**config.mk**
```make
export PLATFORM = sky130hd
export DESIGN_NAME = alu_exec_unit
export DESIGN_NICKNAME = d
export VERILOG_FILES = /design/src/rtl/alu_pkg.sv /design/src/rtl/alu_core.sv /design/src/rtl/alu_exec_unit.sv
export SDC_FILE = /design/constraint.sdc
export NUM_CORES = 1
export LEC_CHECK = 0
export BUFFER_PORTS_ARGS = -buffer_cell sky130_fd_sc_hd__buf_2
export CELL_PAD_IN_SITES_DETAIL_PLACEMENT = 0
export CELL_PAD_IN_SITES_GLOBAL_PLACEMENT = 2
export CORE_AREA = 2 2 150 93
export DETAILED_ROUTE_END_ITERATION = 8
export DIE_AREA = 0 0 152 95
export GPL_ROUTABILITY_DRIVEN = 1
export PLACE_DENSITY = 0.88
export SLEW_MARGIN = 20
export SYNTH_ARGS = -nofsm -noshare
export SYNTH_HDL_FRONTEND = slang
export SYNTH_SLANG_ARGS = --single-unit
export TNS_END_PERCENT = 100
```
**constraint.sdc**
```tcl
create_clock -name clk -period 2.68 [get_ports clk]
set_input_delay 0.402 -clock clk [delete_from_list [all_inputs] [get_ports clk]]
set_output_delay 0.402 -clock clk [all_outputs]
set_load 0.01 [all_outputs]
```
**src/rtl/alu_pkg.sv**
```systemverilog
// Shared ALU select codes and sequencer state type for alu_exec_unit.
package alu_pkg;

    localparam logic [3:0] ALU_AND = 4'b0000;
    localparam logic [3:0] ALU_OR  = 4'b0001;
    localparam logic [3:0] ALU_ADD = 4'b0010;
    localparam logic [3:0] ALU_SUB = 4'b0110;
    localparam logic [3:0] ALU_SLL = 4'b1000;
    localparam logic [3:0] ALU_SRL = 4'b1001;
    localparam logic [3:0] ALU_SRA = 4'b1010;

    typedef enum logic [1:0] {
        ST_IDLE  = 2'd0,
        ST_SHIFT = 2'd1,
        ST_DONE  = 2'd2
    } state_t;

    function automatic logic alu_is_shift(input logic [3:0] sel);
        return (sel == ALU_SLL) || (sel == ALU_SRL) || (sel == ALU_SRA);
    endfunction

endpackage

```
**src/rtl/alu_core.sv**
```systemverilog
// Single-cycle AND/OR/ADD/SUB datapath; anything else reports legal=0 with y=0.
module alu_core
    import alu_pkg::*;
#(
    parameter int WIDTH = 32
) (
    input  logic [3:0]       alu_sel,
    input  logic [WIDTH-1:0] op_a,
    input  logic [WIDTH-1:0] op_b,
    output logic [WIDTH-1:0] y,
    output logic             legal
);

    always_comb begin
        y     = '0;
        legal = 1'b1;
        case (alu_sel)
            ALU_AND: y = op_a & op_b;
            ALU_OR:  y = op_a | op_b;
            ALU_ADD: y = op_a + op_b;
            ALU_SUB: y = op_a - op_b;
            default: legal = 1'b0;
        endcase
    end

endmodule

```
**src/rtl/alu_exec_unit.sv**
```systemverilog
// Sequenced ALU: single-cycle logic/arith via alu_core, bit-serial shifts when
// ALU_EXEC_SHIFT_EN is defined (otherwise shift codes report illegal).
//
// state    | meaning
// ST_IDLE  | ready to accept a request
// ST_SHIFT | shifting result_q one bit per cycle, cnt_q bits remaining
// ST_DONE  | result held until consumer takes it
module alu_exec_unit
    import alu_pkg::*;
#(
    parameter int WIDTH = 32
) (
    input  logic             clk,
    input  logic             rst_n,
    input  logic             in_valid,
    output logic             in_ready,
    input  logic [3:0]       alu_sel,
    input  logic [WIDTH-1:0] op_a,
    input  logic [WIDTH-1:0] op_b,
    output logic             out_valid,
    input  logic             out_ready,
    output logic [WIDTH-1:0] result,
    output logic             zero,
    output logic             illegal
);

    state_t           state_q, state_d;
    logic [WIDTH-1:0] result_q, result_d;
    logic             illegal_q, illegal_d;
    logic [WIDTH-1:0] core_y;
    logic             core_legal;

`ifdef ALU_EXEC_SHIFT_EN
    logic [4:0] cnt_q, cnt_d;
    logic [3:0] sel_q, sel_d;
`endif

    alu_core #(.WIDTH(WIDTH)) u_core (
        .alu_sel (alu_sel),
        .op_a    (op_a),
        .op_b    (op_b),
        .y       (core_y),
        .legal   (core_legal)
    );

    always_comb begin
        state_d   = state_q;
        result_d  = result_q;
        illegal_d = illegal_q;
`ifdef ALU_EXEC_SHIFT_EN
        cnt_d     = cnt_q;
        sel_d     = sel_q;
`endif
        case (state_q)
            ST_IDLE: begin
                if (in_valid) begin
                    state_d   = ST_DONE;
                    result_d  = core_y;
                    illegal_d = !core_legal;
`ifdef ALU_EXEC_SHIFT_EN
                    // shift preloads op_a; shamt 0 completes immediately
                    if (alu_is_shift(alu_sel)) begin
                        illegal_d = 1'b0;
                        result_d  = op_a;
                        sel_d     = alu_sel;
                        cnt_d     = op_b[4:0];
                        if (op_b[4:0] != 5'd0) state_d = ST_SHIFT;
                    end
`endif
                end
            end
`ifdef ALU_EXEC_SHIFT_EN
            ST_SHIFT: begin
                case (sel_q)
                    ALU_SLL: result_d = {result_q[WIDTH-2:0], 1'b0};
                    ALU_SRL: result_d = {1'b0, result_q[WIDTH-1:1]};
                    default: result_d = {result_q[WIDTH-1], result_q[WIDTH-1:1]};
                endcase
                cnt_d = cnt_q - 5'd1;
                if (cnt_q == 5'd1) state_d = ST_DONE;
            end
`endif
            ST_DONE: begin
                if (out_ready) state_d = ST_IDLE;
            end
            default: state_d = ST_IDLE;
        endcase
    end

    always_ff @(posedge clk or negedge rst_n) begin
        if (!rst_n) begin
            state_q   <= ST_IDLE;
            result_q  <= '0;
            illegal_q <= 1'b0;
`ifdef ALU_EXEC_SHIFT_EN
            cnt_q     <= 5'd0;
            sel_q     <= ALU_SLL;
`endif
        end else begin
            state_q   <= state_d;
            result_q  <= result_d;
            illegal_q <= illegal_d;
`ifdef ALU_EXEC_SHIFT_EN
            cnt_q     <= cnt_d;
            sel_q     <= sel_d;
`endif
        end
    end

    assign in_ready  = (state_q == ST_IDLE);
    assign out_valid = (state_q == ST_DONE);
    assign result    = result_q;
    assign zero      = out_valid && (result_q == '0);
    assign illegal   = out_valid && illegal_q;

endmodule

```
==> summary.md, run 1 <==
| Metric | Value |
|---|---|
| Crit path capture type | `flop` |
| ANT cells | `0` |
| I/O pin count | `108` |
| Int Pwr | `1840 uW` |
| Mapped Cells | `536` |
| CTS Buffer Depth | `2` |
| Share of layout cells above drive strength 1 | `50.7%` |
| Final #Nets | `903` |
| Routed WL per cell | `18.4 um` |
| Register bit total from synthesis | `34` |
| WS Path Type | `primary input to flop` |
| Area Growth Syn to Fin | `68.5%` |
| CP Launch Type | `primary input` |
| Final setup viols | `24` |
| DRC Markers | `0` |
| Worst setup margin | `-1.03 ns` |
| Net Switching | `1240 uW` |
| Setup total negative slack | `-14.63 ns` |
| Mapped Avg Cell Area | `7.91 um^2` |
| Hold Path Class | `primary input to asynchronous set/reset pin` |
| First-pass GRT wire length | `27700 um` |
| Largest family of logic cells by synthesized area | `compound AO/OA/AOI/OAI gates` |
| Clk pin slew, worst setup/hold paths | `0.06 ns` |
| Number of global-route vias before repair | `5195` |
| Worst Tran Pin Value | `0.839 ns` |
| Seq pwr share | `23.8%` |
| Die ar. | `14400 um^2` |
| Async SR Flop Fraction | `100%` |
| Gr usage total | `24.1%` |
| Max_slew headroom | `44.1%` |
| Top-area cell type share of the netlist area | `20.1%` |
| Post-Syn Area | `4240 um^2` |
| Seq/Total Area, Yosys | `20.1%` |
| Top FF cell, synth | `dfrtp_1` |
| Num rows | `33` |
| Max-cap violations | `0` |
| Layout fillers | `1244` |
| Placed Cells | `938` |
| Post-synthesis xor/xnor area fraction | `11.8%` |
| Die X | `152 um` |
| Minimum setup slack among reg-to-reg paths | `0.92 ns` |
| Vias post-DR | `5186` |
| CP max FO | `5` |
| Dpl hpwl | `13800 um` |
| Cell Pwr Density | `431 nW/um^2` |
| Syn Nets | `643` |
| Pins over their slew limit | `0` |
| Cts hold-fix bufs | `0` |
| Clock Sinks | `34` |
| Pre-antenna DRT Iters | `4` |
| Unique masters post-synth | `60` |
| Top cells by area, synth | `dfrtp_1 (20%), ha_1 (10%), maj3_1 (7.3%), xnor2_1 (6.8%), nor2_1 (6.0%)` |
| Post-synthesis simple-gate area fraction | `21.0%` |
| Unrepaired setup endpoints after global routing | `true` |
| Final Hold Vio Count | `0` |
| CORE AREA | `13300 um^2` |
| IO Port Bufs | `107` |
| CTS root buf | `clkbuf_16` |
| Post-synthesis compound-gate area fraction | `26.0%` |
| Min Tclk post-route | `3.71 ns` |
| Largest net degree at the start of global routing | `35` |
| Leakage | `0.00334 uW` |
| Initial Utilization | `32.0%` |
| Sw Ratio | `40.2%` |
| Critical Path RT | `2.89 ns` |
| GPL Wtd Cong | `0.930` |
| Post-synth EDFFs | `0` |
| Synth area leader | `dfrtp_1` |
| Synth Warn # | `0` |
| CTS tree | `built` |
| Num CTS Buffers | `5` |
| Post-Route WL | `17800 um` |
| Initial antenna violation count | `0` |
| First-iteration detailed-routing DRC count | `307` |
| Multiplexer share of the synthesized area | `0.472%` |
| Crit path DAT | `3.92 ns` |
| Max Clock Freq | `270 MHz` |
| Vias/cell | `5.35` |
| Non-filler cells, final | `970` |
| Peak supply drop | `0.000218 V` |
| H-tree depth | `2` |
| Clk_skew | `0.00479 ns` |
| Final Core Density | `53.9%` |
| Clock latency on the worst-skew pair | `0.29 ns` |
| Logic pwr share | `56.9%` |
| Clk pwr share | `19.3%` |
| Adder-cell share of the synthesized area | `17.8%` |
| Post-route clock period utilization | `138%` |
| Violated checks | `negative setup slack` |
| Dpl ws | `-1.28 ns` |
| Status | `complete, but fails checks` |
| Die Y | `95 um` |
| Antenna viol nets, final | `0` |
| Grt ovf | `0` |
-- cell type report --
| cell class | instances | area, um^2 | area share [%] |
|---|---|---|---|
| Multi-Input combinational cell | 469 | 3980 | 55.7 |
| Timing Repair Buffer | 276 | 1920 | 26.9 |
| Sequential cell | 34 | 851 | 11.9 |
| Tap cell | 175 | 219 | 3.07 |
| Clock buffer | 6 | 139 | 1.94 |
| Inverter | 10 | 37.5 | 0.525 |
-- through the flow --
step	instance area [um^2]	power, uW	hold WS, ns
after global routing	7140	3250	0.291
after detailed placement	6210	2220	0.479
after global placement	6210	2190	0.458
final	7140	3080	0.212
after CTS	6880	2970	0.242
after floorplan	4510	1530	0.106
-- worst paths after layout --
path,startpoint,end,cells past startpoint
max reg2reg,state_q[1],result[7],5
max,op_b[14],result[28],17
min in group clk,out_ready,state_q[1],2
max in group asynchronous,rst_n,result[17],1
min,rst_n,result[0],1
min reg2reg,illegal_q,illegal_q,2
-- cells in the mapped netlist (3+ instances only) --
cell type  instances
xor2_1            24
dfrtp_1           34
or3_1              5
maj3_1            31
o21ai_1            9
ha_1              34
nor4_1            10
a22oi_1            6
a21oi_1           45
o21a_1             5
and2_1             6
clkbuf_1          22
nor2_1            68
a31oi_1            7
nor2b_1            7
and3_1             8
nand4_1            5
a21o_1            22
nor3_1             6
nand3_1            6
nand2b_1           4
inv_1              9
nand2_1           34
nand3b_1           3
xnor2_1           33
nor3b_1            4
a221oi_1          20
o31ai_1            8
o21ai_0           23
-- kinds of logic after synthesis --
family	after synthesis
xor+xnor	57
buf+inv	33
simple gates	178
fa+ha+maj	66
flops	34
compound gates	166
mux	2
-- critical path: stages --
cell and delay [ns]:
buf_6 0.09, or4_4 0.52, or4_4 0.46, buf_4 0.17
nor3_4 0.26, a21oi_2 0.10, xnor2_1 0.14, ha_1 0.32
a21oi_2 0.19, o21bai_1 0.11, a21o_1 0.20, and3_1 0.18
a221o_1 0.32, buf_6 0.15, nor2_4 0.10, a21oi_2 0.04
a31oi_1 0.15
-- registers in the layout (all words and copies together) (netlist names) --
| name | cells |
|---|---|
| state_q | 1 |
| illegal_q | 1 |
| result | 32 |
-- power by group through the flow --
| stage | registers [uW] | clock network [uW] | logic [uW] |
|---|---|---|---|
| floorplan | 754 | 0 | 779 |
| global placement | 729 | 0 | 1460 |
| detailed placement | 736 | 0 | 1490 |
| CTS | 727 | 602 | 1640 |
| global route | 744 | 618 | 1890 |
| finish | 732 | 596 | 1750 |
-- per-layer routing --
layer | share of wire (%) | up-vias | global-route usage (%)
met5 | 0 | - | 0
met4 | 1.8 | 0 | 6.00
met3 | 5.2 | 21 | 3.76
met2 | 42 | 165 | 37.0
met1 | 51 | 2494 | 35.3
li1 | - | 2506 | -
-- placed cells by master (no fill, tap or decap), drive strengths merged, types with 20 or more instances in the layout --
master / Yosys / layout
a21o: 22 / 22
a21oi: 45 / 45
a221oi: 20 / 20
buf: 1 / 276
dfrtp: 34 / 34
ha: 34 / 34
maj3: 31 / 31
nand2: 35 / 35
nor2: 68 / 68
o21ai: 33 / 33
xnor2: 33 / 33
xor2: 24 / 24
-- timing repair --
item	4_1_cts	5_1_grt
setup buffers	21	7
gates resized for setup	82	40
pin swaps	70	26
setup endpoints to repair	25	25
No activity file was read; power rests on OpenSTA's default activity.
==> run 2: changes to the inputs <==
--- a/config.mk
+++ b/config.mk
@@ -13,6 +13,7 @@
 export DIE_AREA = 0 0 152 95
 export GPL_ROUTABILITY_DRIVEN = 1
 export PLACE_DENSITY = 0.88
+export SETUP_SLACK_MARGIN = 0.05
 export SLEW_MARGIN = 20
 export SYNTH_ARGS = -nofsm -noshare
 export SYNTH_HDL_FRONTEND = slang
==> run 2 against run 1 <==
Against the previous run:
- the run still ends with negative setup slack left
- register-to-register slack is essentially flat
- power hardly changed
- hold slack better by 0.0027 ns
- highest routed layer unchanged
- critical path depth unchanged
- clock skew down 0.00052 ns
- via count barely moved
- sequential power barely moved
==> summary.md, run 2 (synthesized netlist as in run 1, its figures left out) <==
| Metric | Value |
|---|---|
| Clk_skew | `0.00427 ns (-0.000523 ns)` |
| Post-Route WL | `17800 um (+0.18%)` |
| Dpl hpwl | `13800 um (unchanged)` |
| Clk pin slew, worst setup/hold paths | `0.06 ns (about the same)` |
| WS Path Type | `primary input to flop` |
| Hold Path Class | `primary input to asynchronous set/reset pin` |
| Die X | `152 um (unchanged)` |
| I/O pin count | `108 (unchanged)` |
| First-pass GRT wire length | `27700 um (about the same)` |
| Final Core Density | `53.8% (-0.085 points)` |
| Min Tclk post-route | `3.71 ns (-0.00176 ns)` |
| CTS Buffer Depth | `2 (unchanged)` |
| Crit-path slowest cell | `or4_4` |
| Worst setup margin | `-1.03 ns (+0.00176 ns)` |
| Pre-antenna DRT Iters | `5 (+1)` |
| Dpl ws | `-1.28 ns (unchanged)` |
| Violated checks | `negative setup slack` |
| CTS root buf | `clkbuf_16` |
| H-tree depth | `2 (unchanged)` |
| Clock Sinks | `34 (unchanged)` |
| Die ar. | `14400 um^2 (unchanged)` |
| Status | `complete, but fails checks` |
| Peak supply drop | `0.000218 V (about the same)` |
| Post-route clock period utilization | `138% (about the same)` |
| Final setup viols | `24 (unchanged)` |
| Met3 wire length | `857 um (-8.0%)` |
| Routed WL per cell | `18.4 um (+0.28%)` |
| First-iteration detailed-routing DRC count | `253 (-18%)` |
| Die Y | `95 um (unchanged)` |
| Clock latency on the worst-skew pair | `0.29 ns (about the same)` |
| Cts hold-fix bufs | `0 (unchanged)` |
| FF-to-FF Start | `state_q[1]` |
| Power Total | `3080 uW (about the same)` |
| Num rows | `33 (unchanged)` |
| Metal2 WL | `7590 um (+0.76%)` |
| Top Layer Used | `met4` |
| CP Launch Type | `primary input` |
| CTS tree | `built` |
| Antenna viol nets, final | `0 (unchanged)` |
| Final Hold Vio Count | `0 (unchanged)` |
| Share of layout cells above drive strength 1 | `50.6% (-0.062 points)` |
| CP max FO | `5 (unchanged)` |
| Crit path capture type | `flop` |
| Grt ovf | `0 (unchanged)` |
| Initial antenna violation count | `0 (unchanged)` |
| Pins over their slew limit | `0 (unchanged)` |
| Commonest non-fill, non-tap cell in the layout | `buf_4` |
| Crit path largest cell delay | `0.52 ns (about the same)` |
| Leakage | `0.00333 uW (-0.18%)` |
| Max-cap violations | `0 (unchanged)` |
| CORE AREA | `13300 um^2 (unchanged)` |
| Placed Cells | `938 (unchanged)` |
| Gr usage total | `24.1% (about the same)` |
| Num CTS Buffers | `5 (unchanged)` |
| DRC Markers | `0 (unchanged)` |
| Most frequent cells in the layout | `buf_4 (149), buf_2 (102), nor2_1 (62)` |
| CP startpoint | `op_b[14]` |
| Critical Path RT | `2.89 ns (about the same)` |
| ANT cells | `0 (unchanged)` |
| Unrepaired setup endpoints after global routing | `true` |
| Worst Tran Pin Value | `0.834 ns (-0.00486 ns)` |
| Area Growth Syn to Fin | `68.2%` |
| IO Port Bufs | `107 (unchanged)` |
| Number of global-route vias before repair | `5201 (+0.12%)` |
| Non-filler cells, final | `969 (-0.10%)` |
| Critical-path cell list | `buf_6, or4_4, or4_4, buf_4, nor3_4, a21oi_2, xnor2_1, ha_1, a21oi_2, o21bai_1, a21o_1, and3_1, a221o_1, buf_6, nor2_4, a21oi_2, a31oi_1` |
| Wl on met1 | `9080 um (+0.55%)` |
| Layout fillers | `1244 (unchanged)` |
| Max_slew headroom | `44.4% (+0.32 points)` |
| Cell Pwr Density | `432 nW/um^2 (+0.21%)` |
| Final #Nets | `902 (-0.11%)` |
| Max FFs per register | `32 (unchanged)` |
| Max Clock Freq | `270 MHz (about the same)` |
| GPL Wtd Cong | `0.930 (unchanged)` |
| Crit path DAT | `3.91 ns (about the same)` |
| Worst path most repeated cell | `a21oi_2` |
| Vias post-DR | `5191 (+0.096%)` |
| Vias/cell | `5.36 (+0.20%)` |
| Largest net degree at the start of global routing | `35 (unchanged)` |
| Initial Utilization | `32.0% (unchanged)` |
run 2: per-layer routing:
metal	vias to the layer above	track usage, %
met5	-	0
met4	0	6.00
met3	21	3.76
met2	164	37.0
met1	2501	35.3
li1	2505	-
run 2: path summary, 6_finish.rpt:
kind / endpoint / slack [ns] / cells past startpoint
setup / recovery: result[28] / -1.03 / 17
hold / removal: result[0] / 0.22 / 1
setup reg to reg: result[7] / 0.91 / 5
hold reg to reg: illegal_q / 0.49 / 2
max in group asynchronous: result[16] / 1.94 / 1
min in group clk: state_q[1] / 0.30 / 2
run 2: critical path: cells and delay by family:
family | cells | cell delay [ns]
AOI/OAI and AO/OA | 7 | 1.11
buffers and inverters | 3 | 0.40
xor gates and xnor gates | 1 | 0.14
adders and majority gates | 1 | 0.32
and+or+nand+nor | 5 | 1.52
run 2: repair_timing:
action	in CTS	in global routing
setup endpoints to repair	25	25
setup buffers	22	5
resized for setup	82	39
pin swaps	72	22
run 2: where the power goes:
part	internal (uW)	switching, uW	total, uW
clock	360	236	596
combinational	860	894	1750
sequential	622	110	732
run 2: metrics by stage:
stage | area [um^2] | hold WS [ns] | setup TNS, ns
3_3_place_gp | 6210 | 0.458 | -22.62
5_1_grt | 7130 | 0.291 | -17.89
3_5_place_dp | 6210 | 0.479 | -24.60
2_1_floorplan | 4510 | 0.106 | -12.59
4_1_cts | 6890 | 0.242 | -13.14
6_report | 7130 | 0.215 | -14.61
run 2: final cells by class:
class / instances / area [um^2] / area share (%)
timing repair buffer: 275 / 1910 / 26.7
clock buffer: 6 / 139 / 1.95
tap: 175 / 219 / 3.07
multi-input combinational: 469 / 3980 / 55.8
inverter: 10 / 37.5 / 0.526
sequential: 34 / 851 / 11.9
==> run 3: changes to the inputs <==
--- a/config.mk
+++ b/config.mk
@@ -8,11 +8,11 @@
 export BUFFER_PORTS_ARGS = -buffer_cell sky130_fd_sc_hd__buf_2
 export CELL_PAD_IN_SITES_DETAIL_PLACEMENT = 0
 export CELL_PAD_IN_SITES_GLOBAL_PLACEMENT = 2
-export CORE_AREA = 2 2 150 93
+export CORE_AREA = 2 2 154 96
 export DETAILED_ROUTE_END_ITERATION = 8
-export DIE_AREA = 0 0 152 95
+export DIE_AREA = 0 0 156 98
 export GPL_ROUTABILITY_DRIVEN = 1
-export PLACE_DENSITY = 0.88
+export PLACE_DENSITY = 0.84
 export SETUP_SLACK_MARGIN = 0.05
 export SLEW_MARGIN = 20
 export SYNTH_ARGS = -nofsm -noshare
==> constraint.sdc (replaced) <==
create_clock -name clk -period 3.8 [get_ports clk]
set_input_delay 0.57 -clock clk [delete_from_list [all_inputs] [get_ports clk]]
set_output_delay 0.57 -clock clk [all_outputs]
set_load 0.01 [all_outputs]
==> run 3 against run 2 <==
Against the previous run:
- the flow still finishes with violations (negative setup slack)
- sequential cell count did not move
- highest routed layer unchanged
- critical path type unchanged
- die area rose by 5.9%
- via count fell by 3.1%
==> summary.md, run 3 (synthesized netlist as in run 1, its figures left out) <==
| Metric | Value |
|---|---|
| Max Clock Freq | `255 MHz` |
| Clk_skew | `0.00486 ns (+0.000595 ns)` |
| Layout fillers | `1413 (+14%)` |
| Share of layout cells above drive strength 1 | `39.1% (-12 points)` |
| Dpl hpwl | `13300 um (-3.6%)` |
| Logic pwr share | `53.5% (-3.4 points)` |
| Seq pwr share | `26.1% (+2.3 points)` |
| CTS Buffer Depth | `2 (unchanged)` |
| Final Core Density | `45.4% (-8.4 points)` |
| CP Launch Type | `primary input` |
| Max FFs per register | `32 (unchanged)` |
| Area Growth Syn to Fin | `49.9%` |
| Grt ovf | `0 (unchanged)` |
| Post-Route WL | `16900 um (-5.3%)` |
| Unrepaired setup endpoints after global routing | `true` |
| Final setup viols | `3 (-88%)` |
| Initial antenna violation count | `0 (unchanged)` |
| First-iteration detailed-routing DRC count | `287 (+13%)` |
| Clock Sinks | `34 (unchanged)` |
| Critical Path RT | `4.00 ns (+1.11 ns)` |
| CTS tree | `built` |
| Max-cap violations | `0 (unchanged)` |
| Crit path largest cell delay | `0.52 ns (about the same)` |
| CP max FO | `3 (-2)` |
| Worst Tran Pin Value | `1.15 ns (+0.314 ns)` |
| Die Y | `98 um (+3.2%)` |
| Clk pwr share | `20.4% (+1.1 points)` |
| Peak supply drop | `0.000193 V (-11%)` |
| Post-route clock period utilization | `103%` |
| Final Hold Vio Count | `0 (unchanged)` |
| ANT cells | `0 (unchanged)` |
| Post-DP Area | `5840 um^2 (-5.9%)` |
| Gr usage total | `22.2% (-2.0 points)` |
| Leakage | `0.00299 uW (-10%)` |
| Num rows | `34 (+3.0%)` |
| H-tree depth | `2 (unchanged)` |
| Cts hold-fix bufs | `0 (unchanged)` |
| Die X | `156 um (+2.6%)` |
| Violated checks | `negative setup slack` |
| First-pass GRT wire length | `26800 um (-3.5%)` |
| Most frequent cells in the layout | `buf_4 (123), buf_2 (104), nor2_1 (64)` |
| Largest net degree at the start of global routing | `35 (unchanged)` |
| Worst setup margin | `-0.127 ns (+0.899 ns)` |
| Hold Path Class | `primary input to asynchronous set/reset pin` |
| Crit-path slowest cell | `or4_4` |
| Post-route cell area | `6360 um^2 (-11%)` |
| Placed Cells | `916 (-2.3%)` |
| Pre-antenna DRT Iters | `5 (unchanged)` |
| Num CTS Buffers | `5 (unchanged)` |
| Initial Utilization | `30.3% (-1.7 points)` |
| Crit path DAT | `4.12 ns (+0.21 ns)` |
| CORE AREA | `14000 um^2 (+5.6%)` |
| Critical-path cell list | `buf_6, or4_4, or4_4, nor3_4, inv_2, buf_4, o21a_1, xnor2_1, ha_1, a21o_1, a21oi_2, o21ai_1, a21o_1, a21o_1, a21oi_2, o21ai_2, xnor2_1, o22ai_1` |
| Worst path most repeated cell | `a21o_1` |
| Non-filler cells, final | `937 (-3.3%)` |
| IO Port Bufs | `107 (unchanged)` |
| I/O pin count | `108 (unchanged)` |
| GPL Wtd Cong | `0.917 (-1.5%)` |
| Int Pwr | `1180 uW (-36%)` |
| Clock latency on the worst-skew pair | `0.28 ns (about the same)` |
| Status | `complete, but fails checks` |
| Max_slew headroom | `23.2% (-21 points)` |
| Vias/cell | `5.37 (+0.17%)` |
| CTS root buf | `clkbuf_16` |
| Power Total | `1970 uW (-36%)` |
| DRC Markers | `0 (unchanged)` |
| Net Switching | `789 uW (-36%)` |
| Antenna viol nets, final | `0 (unchanged)` |
| Pins over their slew limit | `0 (unchanged)` |
| Routed WL per cell | `18.0 um (-2.0%)` |
| Vias post-DR | `5028 (-3.1%)` |
| Min Tclk post-route | `3.93 ns` |
| Commonest non-fill, non-tap cell in the layout | `buf_4` |
| Final #Nets | `864 (-4.2%)` |
| WS Path Type | `primary input to flop` |
| Minimum setup slack among reg-to-reg paths | `1.70 ns (+0.79 ns)` |
| Number of global-route vias before repair | `4938 (-5.1%)` |
| Cell Pwr Density | `310 nW/um^2 (-28%)` |
| Clk pin slew, worst setup/hold paths | `0.06 ns (about the same)` |
| Crit path capture type | `flop` |
| Sw Ratio | `40.0% (-0.24 points)` |
| Die ar. | `15300 um^2 (+5.9%)` |
## run 3: changes by cell type in the layout (fill, tap and decap cells not counted), moves of 4 or more
| cell | previous run | this run |
|---|---|---|
| buf_6 | 22 | 9 |
| a21oi_1 | 22 | 37 |
| a221oi_2 | 12 | 1 |
| nor2b_4 | 4 | 0 |
| nor2b_1 | 2 | 6 |
| a221oi_1 | 7 | 18 |
| o21ai_2 | 10 | 3 |
| xor2_1 | 20 | 24 |
| a21oi_2 | 21 | 8 |
| buf_4 | 149 | 123 |
| o21ai_0 | 6 | 14 |
| nand2_1 | 27 | 32 |
| xor2_2 | 4 | 0 |
## run 3: final timing paths
check | startpoint | to | cells after the start
min | rst_n | result[0] | 1
max | op_b[14] | result[31] | 18
max reg2reg | state_q[1] | result[29] | 5
min reg2reg | illegal_q | illegal_q | 2
max in group asynchronous | rst_n | result[12] | 1
min in group clk | out_ready | state_q[1] | 2
## run 3: metal layers
layer | up-vias | routed length [um] | GRT usage, %
met3 | 16 | 701 | 2.93
met1 | 2449 | 9020 | 34.5
met4 | 0 | 213 | 3.67
li1 | 2434 | - | -
met5 | - | 0 | 0
met2 | 129 | 6970 | 32.7
## run 3: power groups by stage
stage                     clock network, uW  logic, uW  registers (uW)
final                                   402       1060             514
after global routing                    424       1160             523
after CTS                               404       1010             514
after detailed placement                  0        973             520
after global placement                    0        961             515
after floorplan                           0        507             532
## run 3: metrics by stage
step                setup TNS, ns  hold WS (ns)  setup slack [ns]
finish                     -0.251         0.385            -0.127
CTS                        -0.384         0.417            -0.151
detailed placement          -4.73         0.496            -0.587
global placement            -4.58         0.467            -0.576
floorplan                 -0.0630         0.274           -0.0530
global route                -1.52         0.448            -0.278
## run 3: final cells by class
class	count	area, um^2	share of cell area (%)
timing repair buffer	237	1570	24.6
inverter	10	37.5	0.590
tap	180	225	3.54
clock buffer	7	133	2.09
sequential	34	851	13.4
multi-input combinational	469	3550	55.8
## run 3: worst max-delay path: cells and delay by family
| family | cells | cell delay [ns] |
|---|---|---|
| AO/OA/AOI/OAI | 9 | 1.47 |
| XOR/XNOR | 2 | 0.25 |
| adder cells (fa/ha/maj) | 1 | 0.33 |
| buffers and inverters | 3 | 0.30 |
| AND/OR/NAND/NOR | 3 | 1.20 |
## run 3: repair_timing
item	CTS	global route
resized for setup	25	33
setup buffers	9	6
pin swaps	34	23
setup endpoints to repair	12	16
cloned	0	0
